`src/rtl/clk_div_pkg.sv`:
```
// rtl/clk_div_pkg.sv - shared constants and helpers for the programmable clock divider
// No ports: provides DIV_MIN and half_hi() to the divider files.
package clk_div_pkg;

  localparam int unsigned DIV_MIN = 2;

  // Number of posedge cycles pos_q is held high per period of N cycles.
  // Odd N gets the extra cycle; the negedge flop trims it back to N/2.
  function automatic int unsigned half_hi(input int unsigned n);
    return (n + 1) / 2;
  endfunction

endpackage

```
`src/rtl/clk_div_prog_if.sv`:
```
// rtl/clk_div_prog_if.sv - divisor request handshake bundle for clk_div_prog
// div_in     requested divisor (master -> slave)
// div_valid  div_in valid (master -> slave)
// div_ready  no divisor pending, transfer possible (slave -> master)
// div_err    one-cycle pulse when an offered divisor below DIV_MIN is rejected (slave -> master)
interface clk_div_prog_if #(
  parameter int W = 8
) ();

  logic [W-1:0] div_in;
  logic         div_valid;
  logic         div_ready;
  logic         div_err;

  modport master (output div_in, output div_valid, input div_ready, input div_err);
  modport slave  (input div_in, input div_valid, output div_ready, output div_err);

endinterface

```
`src/rtl/clk_div_phase.sv`:
```
// rtl/clk_div_phase.sv - output phase flops and odd/even combine for clk_div_prog
// clk_in   source clock
// rst      synchronous active-high reset
// pos_d    next-cycle high request for the divided clock
// odd_d    divisor in effect for pos_d is odd
// clk_out  divided clock
module clk_div_phase (
  input  logic clk_in,
  input  logic rst,
  input  logic pos_d,
  input  logic odd_d,
  output logic clk_out
);

  logic pos_q;
  logic neg_q;
  logic odd_q;

  always_ff @(posedge clk_in) begin
    if (rst) begin
      pos_q <= 1'b0;
      odd_q <= 1'b0;
    end else begin
      pos_q <= pos_d;
      odd_q <= odd_d;
    end
  end

  // neg_q captures the same request half a cycle before pos_q does, so
  // in the AND it is already high when pos_q rises (rise stays on the
  // posedge) and falls half a cycle before pos_q (trimming odd N to N/2).
  always_ff @(negedge clk_in) begin
    if (rst) begin
      neg_q <= 1'b0;
    end else begin
      neg_q <= pos_d;
    end
  end

  assign clk_out = odd_q ? (pos_q & neg_q) : pos_q;

endmodule

```
`src/rtl/clk_div_prog.sv`:
```
// rtl/clk_div_prog.sv - runtime-programmable 50%-duty integer clock divider
// clk_in   source clock
// rst      synchronous active-high reset
// en       run enable, sampled at period boundaries
// div_if   divisor request handshake (slave side)
// clk_out  divided clock
// tick     one-cycle pulse on the first cycle of each output period
// cur_div  divisor currently in effect
module clk_div_prog
  import clk_div_pkg::*;
#(
  parameter int W       = 8,
  parameter int RST_DIV = 7
) (
  input  logic          clk_in,
  input  logic          rst,
  input  logic          en,
  clk_div_prog_if.slave div_if,
  output logic          clk_out,
  output logic          tick,
  output logic [W-1:0]  cur_div
);

  logic [W-1:0] cnt;
  logic [W-1:0] pend_div;
  logic         pend_v;
  logic         run;
  logic         err_q;
  logic         boundary;
  logic         accept;
  logic         pos_d;

  // While stopped every cycle is a boundary, so a restart or a pending
  // divisor takes effect on the very next edge.
  assign boundary = !run || (cnt == cur_div - W'(1));
  assign accept   = div_if.div_valid && !pend_v;
  assign pos_d    = run && (32'(cnt) < half_hi(32'(cur_div)));

  assign div_if.div_ready = !pend_v;
  assign div_if.div_err   = err_q;

  always_ff @(posedge clk_in) begin
    if (rst) begin
      cnt      <= '0;
      cur_div  <= W'(RST_DIV);
      pend_div <= '0;
      pend_v   <= 1'b0;
      run      <= 1'b0;
      err_q    <= 1'b0;
      tick     <= 1'b0;
    end else begin
      err_q <= 1'b0;
      // Registered from the same state as pos_d so tick lines up with the rising edge.
      tick  <= run && (cnt == '0);

      if (boundary) begin
        cnt <= '0;
        run <= en;
        if (pend_v) begin
          cur_div <= pend_div;
          pend_v  <= 1'b0;
        end
      end else begin
        cnt <= cnt + W'(1);
      end

      // accept implies pend_v is clear, so it never collides with the
      // boundary clear above; a same-cycle transfer waits for the next boundary.
      if (accept) begin
        if (32'(div_if.div_in) >= DIV_MIN) begin
          pend_div <= div_if.div_in;
          pend_v   <= 1'b1;
        end else begin
          err_q <= 1'b1;
        end
      end
    end
  end

  clk_div_phase u_phase (
    .clk_in  (clk_in),
    .rst     (rst),
    .pos_d   (pos_d),
    .odd_d   (cur_div[0]),
    .clk_out (clk_out)
  );

endmodule

```
`src/flat_wrapper.sv`:
```
// flat-port wrapper written by rule: the top's interface ports become plain ports
module clk_div_prog_flat import clk_div_pkg::*;
#(
  parameter int W       = 8,
  parameter int RST_DIV = 7
)
  (clk_in, rst, en, clk_out, tick, cur_div, div_if_div_in, div_if_div_valid, div_if_div_ready, div_if_div_err);
  clk_div_prog_if #(.W(W)) div_if_i ();
  input  logic clk_in;
  input  logic rst;
  input  logic en;
  output logic clk_out;
  output logic tick;
  output logic [W-1:0] cur_div;
  input wire logic [$bits(div_if_i.div_in)-1:0] div_if_div_in;
  input wire logic [$bits(div_if_i.div_valid)-1:0] div_if_div_valid;
  output wire logic [$bits(div_if_i.div_ready)-1:0] div_if_div_ready;
  output wire logic [$bits(div_if_i.div_err)-1:0] div_if_div_err;
  assign div_if_i.div_in = div_if_div_in;
  assign div_if_i.div_valid = div_if_div_valid;
  assign div_if_div_ready = div_if_i.div_ready;
  assign div_if_div_err = div_if_i.div_err;
  clk_div_prog #(.W(W), .RST_DIV(RST_DIV)) u_core (.clk_in(clk_in), .rst(rst), .en(en), .div_if(div_if_i), .clk_out(clk_out), .tick(tick), .cur_div(cur_div));
endmodule
```
`config.mk`:
```
export PLATFORM = sky130hd
export DESIGN_NAME = clk_div_prog_flat
export DESIGN_NICKNAME = d
export VERILOG_FILES = /design/src/rtl/clk_div_pkg.sv /design/src/rtl/clk_div_prog_if.sv /design/src/rtl/clk_div_phase.sv /design/src/rtl/clk_div_prog.sv /design/src/flat_wrapper.sv
export SDC_FILE = /design/constraint.sdc
export NUM_CORES = 1
export LEC_CHECK = 0
export BUFFER_PORTS_ARGS = -buffer_cell sky130_fd_sc_hd__buf_2
export CAP_MARGIN = 20
export CORE_MARGIN = 2
export CORE_UTILIZATION = 50
export CTS_CLUSTER_SIZE = 20
export DETAILED_ROUTE_END_ITERATION = 16
export GPL_TIMING_DRIVEN = 0
export PLACE_DENSITY = 0.7
export SYNTH_ARGS = -nofsm -noshare
export SYNTH_HDL_FRONTEND = slang
export SYNTH_SLANG_ARGS = --single-unit
```
`constraint.sdc`:
```
create_clock -name clk_in -period 3.3 [get_ports clk_in]
set_input_delay 0.495 -clock clk_in [delete_from_list [all_inputs] [get_ports clk_in]]
set_output_delay 0.495 -clock clk_in [all_outputs]
set_load 0.1 [all_outputs]
```
==> flow_metrics.env <==
export IMPL_path_cells="ha_4 -> xnor2_4 -> ha_4 -> a21o_1 -> a21o_1 -> a21o_1 -> a21oi_2 -> o21a_1"
export IMPL_combinational_family_with_the_most_area_after_synthesis="simple AND/OR/NAND/NOR gates"
export IMPL_synth_sequential_area_ratio_pct=34.6
export IMPL_grt_antenna_before_repair=0
export IMPL_design_die_area_mm2=0.00408
export IMPL_die_w_um=63.9
export IMPL_clkPwrFrac_pct=32.4
export IMPL_fin_total_pwr_uw=901
export IMPL_grt_ovfl_total=0
export IMPL_gp_congestion=0.824
export IMPL_share_of_the_core_filled_with_cells_pct=65.8
export IMPL_critical_path_n_buffers_inverters=0
export IMPL_violations="negative setup slack"
export IMPL_first_global_vias=1481
export IMPL_worst_setup_path_start_kind="flip-flop"
export IMPL_synth_area_leaders="dfxtp_1 35%, mux2i_1 8.4%, ha_1 7.7%"
export IMPL_yosys_top_cells_count="31 x dfxtp_1, 26 x nor2_1, 15 x mux2i_1, 14 x xnor2_1, 12 x clkbuf_1"
export IMPL_drc=0
export IMPL_synth_cells=201
export IMPL_critPathCaptureType="flip-flop"
export IMPL_synth_compound_gate_area_share_pct=9.78
export IMPL_initial_core_util_pct=52.9
export IMPL_power_combinational_fraction_pct=23.0
export IMPL_worst_slew_margin_rel_pct=66.8
export IMPL_switching_share_pct=30.1
export IMPL_synth_most_common_cell="dfxtp_1"
export IMPL_viasPerCell=5.30
export IMPL_worstPathArrival_ns=2.02
export IMPL_post_synth_top_area_fraction_pct=34.6
export IMPL_setup_reg_to_reg_worst_slack_ns=-0.05
export IMPL_synth_adder_area_share_pct=7.68
export IMPL_most_instantiated_flip_flop_cell_in_the_synthesis_netlist="dfxtp_1"
export IMPL_clock_tree_htree_level_count=2
export IMPL_hold_path_class="in -> reg"
export IMPL_drt_wl_total_um=3820
export IMPL_flow_area_growth_from_synthesis_pct=24.4
export IMPL_ys_seq_elements=31
export IMPL_worstSkewPairLatency_ns=0.38
export IMPL_clock_buffers_created_by_tritoncts=5
export IMPL_detail_route_wl_per_cell_um=13.5
export IMPL_switchingPower_uw=272
export IMPL_crit_slowest_cell="dfxtp_4"
export IMPL_cts_hold_buffers=0
export IMPL_setup_viol=1
export IMPL_port_buffers=22
export IMPL_detailed_place_hpwl_um=2890
export IMPL_drtIter0Drc=77
export IMPL_drt_pass1_iter_count=4
export IMPL_postSynth_asyncResetShare_pct=0
export IMPL_crit_path_max_incr_delay_ns=0.38
export IMPL_route_vias_total=1495
export IMPL_vdd_ir_drop_worst_mv=0.350
export IMPL_tightest_slew_ns=0.499
export IMPL_core_area_mm2=0.00339
export IMPL_top_level_ports=24
export IMPL_diodes_inserted=0
export IMPL_tritoncts="yes"
export IMPL_die_height_um=63.9
export IMPL_synthesized_area_fraction_occupied_by_xor_and_xnor_cells_pct=9.78
export IMPL_clkSlewWorstSetupHoldPaths_ns=0.10
export IMPL_synth_edff_count=0
export IMPL_synthesis_area_per_instance_um2=8.91
export IMPL_cellInternalPower_uw=630
export IMPL_cpLargestDelayFamily="compound AO/OA/AOI/OAI gates"
export IMPL_finalMaxSlewViolations=0
export IMPL_antenna_viol_nets_final=0
export IMPL_muxShareOfSynthArea_pct=8.38
export IMPL_syn_area_mm2=0.00179
export IMPL_drive_gt1_share_pct=27.5
export IMPL_power_static_leakage_uw=0.000916
export IMPL_grt_max_degree=11
export IMPL_fin_skew_ns=0.0489
export IMPL_power_share_sequential_pct=44.6
export IMPL_synth_lib_cells_used_distinct=43
export IMPL_critPathMaxFanout=3
export IMPL_ctsLongestPathBuffers=2
export IMPL_run_status="finished, violations left"
export IMPL_synthesis_nets=224
export IMPL_global_route_wire_length_before_repair_um=6710
export IMPL_synth_warnings=0
export IMPL_root_buffer="clkbuf_4"
export IMPL_synth_largest_area_cell="dfxtp_1"
export IMPL_clock_sink_count=31
export IMPL_critPathMostFrequentCell="a21o_1"
export IMPL_setup_worst_path_class="reg -> reg"
export IMPL_required_ns=1.97
export IMPL_global_route_usage_total_pct=21.2
export IMPL_layout_setup_ws_ns=-0.0519
export IMPL_final_nets=258
export IMPL_powerDensity_mw_per_mm2=404
export IMPL_timing_final_hold_violations=0
export IMPL_grt_setup_unrepaired="true"
export IMPL_synth_simple_gate_area_share_pct=24.3
export IMPL_maxCapViolations=0
export IMPL_placement_rows=21
-- sequential cells by signal, indices dropped and copies added, names as in the netlist --
signal	flops
u_core.pend_v	1
u_core.pend_div	8
u_core.u_phase.odd_q	1
u_core.cnt	8
u_core.u_phase.neg_q	1
u_core.run	1
u_core.u_phase.pos_q	1
u_core.div_if.div_err	1
u_core.cur_div	8
u_core.tick	1
-- layout make-up --
class,instances,area (um^2)
Multi-Input combinational cell,147,1160
Clock inverter,4,42.5
Timing Repair Buffer,27,158
Buffer,14,93.8
Inverter,8,30.0
Clock buffer,5,37.5
Sequential cell,31,648
Tap cell,46,57.6
Fill cell,296,1160
-- cell usage in the layout (no fill, tap or decap), drive strengths merged --
master / Yosys / routed
a2111oi: 1 / 1
a21boi: 1 / 1
a21o: 3 / 3
a21oi: 5 / 5
a22oi: 1 / 1
a31oi: 1 / 1
and2: 2 / 2
and3: 6 / 6
and3b: 1 / 1
and4: 1 / 1
buf: 2 / 30
bufinv: 0 / 1
clkbuf: 12 / 16
clkinv: 0 / 2
dfxtp: 31 / 31
ha: 11 / 11
inv: 9 / 9
mux2i: 15 / 15
nand2: 8 / 8
nand2b: 11 / 11
nand3: 8 / 8
nand4: 2 / 2
nor2: 27 / 27
nor2b: 2 / 2
nor3: 3 / 3
nor3b: 1 / 1
nor4: 2 / 2
nor4b: 1 / 1
o2111ai: 1 / 1
o211ai: 1 / 1
o21a: 1 / 1
o21bai: 1 / 1
o221ai: 1 / 1
o22ai: 1 / 1
o2bb2ai: 1 / 1
o31ai: 2 / 2
or3b: 1 / 1
or4: 4 / 4
xnor2: 14 / 14
xor2: 6 / 6
-- stage by stage --
stage          area [um^2]  hold slack, ns  worst slack [ns]  cells  setup TNS, ns
2_1_floorplan         1880           0.441            -0.198    201         -0.250
3_3_place_gp          2050           0.464            -0.437    269         -0.437
3_5_place_dp          2050           0.464            -0.428    269         -0.428
4_1_cts               2180           0.372           -0.0946    280        -0.0946
5_1_grt               2230           0.379            -0.174    282         -0.174
6_report              2230           0.385           -0.0519    282        -0.0519
-- path summary, 6_finish.rpt --
path	startpoint	end	depth (start not counted)
setup / recovery	u_core.cur_div[0]	u_core.u_phase.neg_q	8
hold / removal	en	u_core.run	3
setup reg to reg	u_core.cur_div[0]	u_core.u_phase.neg_q	8
hold reg to reg	u_core.pend_div[5]	u_core.cur_div[5]	2
-- repair_timing --
item                                    in CTS  in global routing
buffers inserted                             3                  2
endpoints found under the setup margin       2                  2
gates resized for setup                      9                  6
pin swaps                                    0                  7
-- per-layer routing --
metal	global-route usage, %	vias to the layer above	wire (um)
li1	-	755	-
met1	26.0	710	1820
met2	35.7	23	1820
met3	5.28	7	111
met4	8.15	0	73
met5	0	-	0
-- logic make-up (layout without fill, tap and decap cells) --
logic type	after synthesis	in the layout
compound gates	21	21
xor+xnor	20	20
fa+ha+maj	11	11
buf+inv	23	58
flops	31	31
mux	15	15
simple gates	80	80
-- power groups by stage --
stage	sequential [uW]	combinational [uW]	clock, uW
final	402	207	292
after global routing	405	226	311
after CTS	402	195	300
after detailed placement	412	182	3.79
after global placement	411	178	3.79
after floorplan	438	122	3.79
-- worst min-delay path: stages --
cell     delay (ns)
buf_2          0.08
a21oi_1        0.04
nor2_1         0.07
No activity file was read; power rests on OpenSTA's default activity.
